**config.mk**
```make
export PLATFORM = sky130hd
export DESIGN_NAME = d_fifo_drain
export DESIGN_NICKNAME = d
export VERILOG_FILES = /design/src/rtl/d_drain_pkg.sv /design/src/rtl/drain_out_buf.sv /design/src/rtl/d_fifo_drain.sv
export SDC_FILE = /design/constraint.sdc
export NUM_CORES = 1
export LEC_CHECK = 0
export ABC_CLOCK_PERIOD_IN_PS = 8700
export CORE_ASPECT_RATIO = 2
export CORE_MARGIN = 4
export CORE_UTILIZATION = 40
export CTS_CLUSTER_SIZE = 28
export DETAILED_ROUTE_END_ITERATION = 10
export GPL_ROUTABILITY_DRIVEN = 1
export GPL_TIMING_DRIVEN = 1
export PLACE_DENSITY = 0.67
export SLEW_MARGIN = 25
export SYNTH_ARGS = -nofsm -noshare
export SYNTH_HDL_FRONTEND = slang
export SYNTH_HIERARCHICAL = 1
export SYNTH_SLANG_ARGS = --single-unit
```
**constraint.sdc**
```tcl
create_clock -name clk -period 8.7 [get_ports clk]
set_input_delay 1.74 -clock clk [delete_from_list [all_inputs] [get_ports clk]]
set_output_delay 1.74 -clock clk [all_outputs]
set_load 0.01 [all_outputs]
```
**src/rtl/d_drain_pkg.sv**
```systemverilog
// Shared constants and state codes for the D-side FIFO drain.
package d_drain_pkg;
  localparam int DATA_W_DEF = 6;
  localparam int CNT_W_DEF  = 8;
  localparam int DEST_BIT   = 4;
  localparam int VC_BIT     = 5;

  // State codes are plain 3-bit constants so older tools can read the encoding.
  typedef logic [2:0] state_t;
  localparam state_t ST_RESET  = 3'd0;
  localparam state_t ST_INIT   = 3'd1;
  localparam state_t ST_IDLE   = 3'd2;
  localparam state_t ST_ACTIVE = 3'd3;
  localparam state_t ST_ERROR  = 3'd4;
endpackage

```
**src/rtl/drain_out_buf.sv**
```systemverilog
// Two-entry order-preserving output buffer; entry 0 is always the head.
module drain_out_buf #(
  parameter int W = 7
) (
  input  logic         clk,
  input  logic         reset,
  input  logic         enq,
  input  logic         deq,
  input  logic [W-1:0] din,
  output logic [W-1:0] head,
  output logic [1:0]   occ
);
  logic [W-1:0] e0_q, e0_d, e1_q, e1_d;
  logic [1:0]   occ_q, occ_d;
  logic         do_enq, do_deq;

  always_comb begin
    e0_d   = e0_q;
    e1_d   = e1_q;
    occ_d  = occ_q;
    do_deq = deq & (occ_q != 2'd0);
    do_enq = enq & ((occ_q != 2'd2) | do_deq);
    case (occ_q)
      2'd0: if (do_enq) begin
        e0_d  = din;
        occ_d = 2'd1;
      end
      2'd1: begin
        if (do_enq & do_deq) e0_d = din;
        else if (do_enq) begin
          e1_d  = din;
          occ_d = 2'd2;
        end else if (do_deq) occ_d = 2'd0;
      end
      default: if (do_deq) begin
        e0_d = e1_q;
        if (do_enq) e1_d = din;
        else occ_d = 2'd1;
      end
    endcase
  end

  always_ff @(posedge clk) begin
    if (reset) begin
      e0_q  <= '0;
      e1_q  <= '0;
      occ_q <= 2'd0;
    end else begin
      e0_q  <= e0_d;
      e1_q  <= e1_d;
      occ_q <= occ_d;
    end
  end

  assign head = e0_q;
  assign occ  = occ_q;
endmodule

```
**src/rtl/d_fifo_drain.sv**
```systemverilog
// Drains D0/D1 destination FIFOs round-robin into one valid/ready stream,
// checking each word's destination bit and keeping per-destination counts.
module d_fifo_drain
  import d_drain_pkg::*;
#(
  parameter int DATA_W = DATA_W_DEF,
  parameter int CNT_W  = CNT_W_DEF
) (
  input  logic              clk,
  input  logic              reset,
  input  logic              init,
  input  logic              empty_fifo_D0,
  input  logic              empty_fifo_D1,
  input  logic [DATA_W-1:0] data_out_D0,
  input  logic [DATA_W-1:0] data_out_D1,
  input  logic              error_D0,
  input  logic              error_D1,
  output logic              D0_pop,
  output logic              D1_pop,
  output logic [DATA_W-1:0] data_out,
  output logic              valid_out,
  input  logic              ready_in,
  output logic              dest_out,
  output logic [CNT_W-1:0]  count_D0,
  output logic [CNT_W-1:0]  count_D1,
  output logic              error_out,
  output logic              active_out,
  output logic              idle_out
);
  state_t            state_q, state_d;
  logic              rr_q, rr_d, inflight_q, inflight_d, src_q, src_d;
  logic [CNT_W-1:0]  cnt0_q, cnt0_d, cnt1_q, cnt1_d;
  logic              err_q, err_d, act_q, act_d, idle_q, idle_d;
  logic [1:0]        occ;
  logic [DATA_W:0]   head;
  logic [DATA_W-1:0] word;
  logic              deq, enq, mismatch, can_pop, elig0, elig1, busy;
  logic [2:0]        pend;

  assign valid_out = (occ != 2'd0);
  assign deq       = valid_out & ready_in;
  assign word      = src_q ? data_out_D1 : data_out_D0;
  assign mismatch  = inflight_q & (word[DEST_BIT] != src_q);
  assign enq       = inflight_q & ~mismatch;
  assign busy      = ~empty_fifo_D0 | ~empty_fifo_D1 | valid_out | inflight_q;

  // Count the in-flight word against buffer space so a full buffer never overflows.
  always_comb begin
    pend    = {1'b0, occ} + {2'b0, inflight_q} - {2'b0, deq};
    can_pop = ~reset & ~init & ((state_q == ST_IDLE) | (state_q == ST_ACTIVE)) & (pend < 3'd2);
    elig0   = can_pop & ~empty_fifo_D0;
    elig1   = can_pop & ~empty_fifo_D1;
    D0_pop  = elig0 & (~elig1 | ~rr_q);
    D1_pop  = elig1 & (~elig0 | rr_q);
  end

  always_comb begin
    state_d    = state_q;
    rr_d       = rr_q;
    cnt0_d     = cnt0_q;
    cnt1_d     = cnt1_q;
    inflight_d = D0_pop | D1_pop;
    src_d      = D1_pop;
    if (elig0 & elig1) rr_d = ~rr_q;
    if (enq & ~src_q) cnt0_d = cnt0_q + 1'b1;
    if (enq & src_q)  cnt1_d = cnt1_q + 1'b1;
    case (state_q)
      ST_RESET:            state_d = ST_INIT;
      ST_INIT:             state_d = ST_IDLE;
      ST_IDLE, ST_ACTIVE:  state_d = busy ? ST_ACTIVE : ST_IDLE;
      default:             state_d = ST_ERROR;
    endcase
    if ((state_q != ST_RESET) & (mismatch | error_D0 | error_D1)) state_d = ST_ERROR;
    if (init) begin
      state_d = ST_INIT;
      rr_d    = 1'b0;
      cnt0_d  = '0;
      cnt1_d  = '0;
    end
    err_d  = (state_q == ST_ERROR);
    act_d  = (state_q == ST_ACTIVE);
    idle_d = (state_q == ST_IDLE);
  end

  always_ff @(posedge clk) begin
    if (reset) begin
      state_q    <= ST_RESET;
      rr_q       <= 1'b0;
      inflight_q <= 1'b0;
      src_q      <= 1'b0;
      cnt0_q     <= '0;
      cnt1_q     <= '0;
      err_q      <= 1'b0;
      act_q      <= 1'b0;
      idle_q     <= 1'b0;
    end else begin
      state_q    <= state_d;
      rr_q       <= rr_d;
      inflight_q <= inflight_d;
      src_q      <= src_d;
      cnt0_q     <= cnt0_d;
      cnt1_q     <= cnt1_d;
      err_q      <= err_d;
      act_q      <= act_d;
      idle_q     <= idle_d;
    end
  end

  drain_out_buf #(.W(DATA_W + 1)) u_buf (
    .clk   (clk),
    .reset (reset),
    .enq   (enq),
    .deq   (deq),
    .din   ({src_q, word}),
    .head  (head),
    .occ   (occ)
  );

  assign data_out   = head[DATA_W-1:0];
  assign dest_out   = head[DATA_W];
  assign count_D0   = cnt0_q;
  assign count_D1   = cnt1_q;
  assign error_out  = err_q;
  assign active_out = act_q;
  assign idle_out   = idle_q;
endmodule

```
# Word level (Yosys, flattened, before mapping)
# Cells that the tools add are included.
# totals
ff_bits,41
out_inout_bits,29
# classes
add_sub_neg,4
order_cmp,1
eq_ne,12
mux,20
n_bitwise,37
n_reduce_logical,12
# op_table
cell,count
7-bit two-way mux,6
7-bit one-hot mux with 2 select lines,2
1-bit bitwise AND,17
8-bit by 1-bit adder with 8-bit output (second input constant),2
2-bit two-way mux,6
1-bit NOT,10
1-bit OR,10
3-bit one-hot mux with 3 select lines,1
3-bit by 2-bit equality test with 1-bit output (second input constant),2
6-bit two-way mux,1
3-bit AND reduction,2
3-bit nonzero test,2
5-bit AND reduction,1
2-bit by 1-bit inequality test with 1-bit output (second input constant),2
2-bit inequality test (second input constant),2
2-bit one-hot mux with 2 select lines,1
2-bit nonzero test,2
2-bit OR reduction,2
2-bit by 1-bit adder with 3-bit output,1
3-bit by 1-bit equality test with 1-bit output (second input constant),1
3-bit equality test (second input constant),1
3-bit zero test,1
3-bit by 2-bit less-than comparator with 1-bit output (second input constant),1
3-bit two-way mux,1
other kinds (8),9

# Logic depth before layout (Yosys ltp)
# depth
ltp_word,10
ltp_mapped,9
ltp_nobuf,9

# Modules after synthesis
# The synthesis kept the hierarchy.
# modules_own_cells
module,instances,cells_each,area_each_um2,seq_area_each_um2
d_fifo_drain,1,136,1223.7,500.5
drain_out_buf,1,77,807.0,320.3

# Least setup slack after synthesis
# No wires, ideal clock.
# synth_path
kind,input to output
startpoint,in ready_in
endpoint,out D0_pop
arrival_ns,3.372
required_time_ns,6.960
path_slack_ns,3.588
stages,7
path_buffers,0
cell_sequence,and2_1 > ha_1 > or2b_1 > fa_1 > xnor2_1 > nand3_1 > nor3_1
# synth_via
elab_chain_len,8
# synth_lines
item,line,source
from (decl),d_fifo_drain.sv:22,"input logic ready_in,"
1-bit bitwise AND *,d_fifo_drain.sv:41,assign deq = valid_out & ready_in;
3-bit by 1-bit subtractor with 3-bit output *,d_fifo_drain.sv:49,"pend = {1'b0, occ} + {2'b0, inflight_q} - {2'b0, deq};"
3-bit by 2-bit less-than comparator with 1-bit output *,d_fifo_drain.sv:50,can_pop = ~reset & ~init & ((state_q == ST_IDLE) | (state_q == ST_ACTIVE)) & (pend < 3'd2);
1-bit bitwise AND *,d_fifo_drain.sv:50,
1-bit bitwise AND,d_fifo_drain.sv:52,elig1 = can_pop & ~empty_fifo_D1;
1-bit NOT,d_fifo_drain.sv:53,D0_pop = elig0 & (~elig1 | ~rr_q);
1-bit OR,d_fifo_drain.sv:53,
1-bit bitwise AND *,d_fifo_drain.sv:53,
to (decl),d_fifo_drain.sv:18,"output logic D0_pop,"
# Mark *: on every way between the ends. The rest lies on a longest branch, timed or not.

# Worst setup path in the final report
# layout_path
startpoint,in ready_in
endpoint,out D0_pop
# layout_via
elab_chain_len,8
# layout_lines
item,line,source
1-bit bitwise AND *,d_fifo_drain.sv:41,
named net deq,d_fifo_drain.sv:37,"logic deq, enq, mismatch, can_pop, elig0, elig1, busy;"
3-bit by 1-bit subtractor with 3-bit output *,d_fifo_drain.sv:49,
3-bit by 2-bit less-than comparator with 1-bit output *,d_fifo_drain.sv:50,
1-bit bitwise AND *,d_fifo_drain.sv:50,
1-bit bitwise AND,d_fifo_drain.sv:52,
1-bit NOT,d_fifo_drain.sv:53,
1-bit OR,d_fifo_drain.sv:53,
1-bit bitwise AND *,d_fifo_drain.sv:53,
# The timed path passes the listed nets; every way through them passes the cells marked *.

==> flow_summary_export.csv <==
group,metric,value,unit
finish,final_common_cell,"clkdlybuf4s50_1",
floorplan,initial_utilization,41.4,%
worst_setup_path,crit_chain,"clkdlybuf4s50_1 > and2_1 > ha_1 > or2b_1 > fa_1 > xnor2_1 > nand3_1 > nor3_1 > clkdlybuf4s50_1",
cts,cts_made_buffers,5,
power_and_ir_drop,power.density,141,nW/um^2
worst_setup_path,r2r_setup_slack,5.41,ns
power_and_ir_drop,ir_drop,0.119,mV
synth,synth-seq-area-share,40.4,%
timing,worst_slew_pin_slew,0.728,ns
synth,synth_cell_types,44,
placed_design,gp_congestion,0.829,
power_and_ir_drop,p_leak,0.837,nW
floorplan,row_count,36,
timing,fin_setup_tns,0,ns
worst_setup_path,cp_num_buf_inv,2,
floorplan,fp.dieH,109,um
cts,htree_levels,2,
floorplan,die_x,58.4,um
power_and_ir_drop,power.switching,0.0748,mW
global_routing,grt_max_degree,30,
finish,layout_common_cells,"clkdlybuf4s50_1, dfxtp_1, nor2_1, nand2b_1",
drt,vias,1664,
global_routing,track_usage,14.3,%
finish,n_antenna_cell,0,
power_and_ir_drop,total_power,0.372,mW
drt,ant_nets,0,
worst_setup_path,crit_required,6.96,ns
run_status,status,"completed",
synth,synth_top_area_share,40.4,%
synth,netlist_instances,213,
timing,period_minus_slack,6.10,ns
global_routing,grt_pass1_vias,1647,
timing,fmax,0.164,GHz
floorplan,coreArea,4910,sq um
global_routing,antenna_found_initial,0,
cts,postCtsHoldBufs,0,
power_and_ir_drop,netSwitchingFraction,20.1,%
drt,wirelength,4.18,mm
floorplan,die_area,6350,sq um
timing,relSlewSlack,51.4,%
floorplan,ios,49,
timing,rsz0062_at_grt,"false",
finish,drive_above_1_share,11.5,%
synth,synth_largest_area_cell,"dfxtp_1",
placed_design,dpl.hpwl,3.17,mm
cts,cts_sinks,41,
worst_setup_path,crit_path_max_incr_delay,0.56,ns
synth,syn_avg_cell_area,9.53,sq um
worst_setup_path,cp-start-kind,"input pin",
cts,tritoncts,"done",
drt,drc,0,
global_routing,grt_pass1_wl,7.12,mm
flow_run,timing.max_cap.violations,0,
synth,synth_area_leaders,"dfxtp_1, mux2i_1, nand2b_1",
worst_setup_path,cp_top_family,"buffers and inverters",
timing,hold_violations,0,
cts,clock_path_buffers,2,
synth,yosys_warnings,6,
power_and_ir_drop,combinationalPowerShare,7.0,%
finish,final_nets,283,
min_path,hold_class,"reg2reg",
drt,firstDrtPassIters,4,
timing,finalClockSkew,0.00349,ns
worst_setup_path,crit_path_frequent_cell,"clkdlybuf4s50_1",
timing,setup_viol,0,
cts,clk_latency,0.29,ns
drt,drt_iter0_drc,28,
synth,synth_area,2030,sq um
cts,path_clk_slew,0.07,ns
worst_setup_path,path_max_fanout,6,
drt,vias_per_cell,5.25,
power_and_ir_drop,p_seq_share,51.3,%
synth,ys_ff_latch,41,
finish,syn_to_final_growth,29.7,%
worst_setup_path,crit_slowest_cell,"clkdlybuf4s50_1",
timing,period_share,70.2,%
placed_design,portBuffers,48,
synth,synth_nets,237,
power_and_ir_drop,pwr-share-clk,41.7,%
worst_setup_path,path_class,"in2out",
worst_setup_path,arrival,4.36,ns
cts,cts_root_buf,"clkbuf_8",
global_routing,grt.overflow.total,0,
cts,cts_resized,0,
worst_setup_path,crit_path_end_kind,"primary output",
power_and_ir_drop,power.internal,0.298,mW
cts,post_cts_buffers,0,
timing,report.final.slew_viol_count,0,
drt,avgRoutedWirePerCell,13.2,um
## cell type report
class	count	area [sq um]
Tap cell	57	71.3
Clock inverter	1	30.0
Clock buffer	7	86.3
Fill cell	450	2280
Inverter	3	11.3
Multi-Input combinational cell	159	1130
Timing Repair Buffer	49	488
Sequential cell	41	821
## worst min-delay path: stages, from the launching register on
cell and delay (ns):
dfxtp_1 0.31, nand2b_1 0.06, mux2i_1 0.06
## through the flow
stage	hold WS (ns)	worst slack, ns	instance area [sq um]	std cells	utilization [%]
3_5_place_dp	0.466	2.62	2520	309	51.3
2_1_floorplan	0.448	3.59	2030	213	-
5_1_grt	0.507	2.41	2630	317	53.6
4_1_cts	0.483	2.60	2630	317	53.6
3_3_place_gp	0.458	2.65	2520	309	51.3
6_report	0.477	2.60	2630	317	53.6
## power groups by stage
stage	clock network, mW	registers [mW]	logic, mW
after floorplan	0	0.195	0.0130
after CTS	0.161	0.191	0.0264
final	0.155	0.191	0.0260
after global placement	0	0.195	0.0262
after global routing	0.168	0.191	0.0285
after detailed placement	0	0.195	0.0263
## synth_stat cells, drive strengths merged
master	count
nor2b	2
or2b	1
nand4	3
a31oi	1
nand2	13
and2	2
or4b	1
mux2i	14
a211oi	7
and3	2
o22a	2
nor3	7
xnor2	10
or3b	1
nor3b	3
inv	3
clkbuf	2
nor2	19
nand3	5
a21oi	14
dfxtp	41
or2	3
nor4	2
fa	1
nand2b	18
ha	3
xor2	4
or4	1
buf	8
mux2	6
a311oi	1
o21ai	6
o21bai	1
nand3b	1
nor4b	2
or3	3
## final timing paths
check                        startpoint                          to  depth (start not counted)
max reg2reg   u_buf/occ[1]$_SDFFE_PP0P_           rr_q$_SDFFE_PP0P_                          9
min reg2reg  u_buf/e1_q[1]$_SDFFE_PP0P_  u_buf/e1_q[1]$_SDFFE_PP0P_                          2
max                            ready_in                      D0_pop                          9
min          u_buf/e1_q[1]$_SDFFE_PP0P_  u_buf/e1_q[1]$_SDFFE_PP0P_                          2
## sequential cells by signal, summed over array words and instances, names as in the netlist
name and flops:
src_q 1, count_D0 8, state_q 3, inflight_q 1, count_D1 8, u_buf/head 7, u_buf/occ 2, idle_out 1
error_out 1, u_buf/e1_q 7, rr_q 1, active_out 1
## layer usage
layer / GRT usage [%] / up-vias / wire length (um)
met4: 7.13 / 0 / 103
met1: 14.7 / 776 / 1620
met2: 26.2 / 41 / 2250
li1: - / 838 / -
met5: 0 / - / 0
met3: 3.32 / 9 / 204
## logic make-up after synthesis
logic type	count (synthesis)	share of synthesized area, %
compound gates	32	11.6
xor+xnor	14	6.04
fa+ha+maj	4	2.83
buf+inv	13	4.13
flops	41	40.4
mux	20	10.2
simple gates	89	24.8
Note: power is estimated with default switching activity, not from simulation.
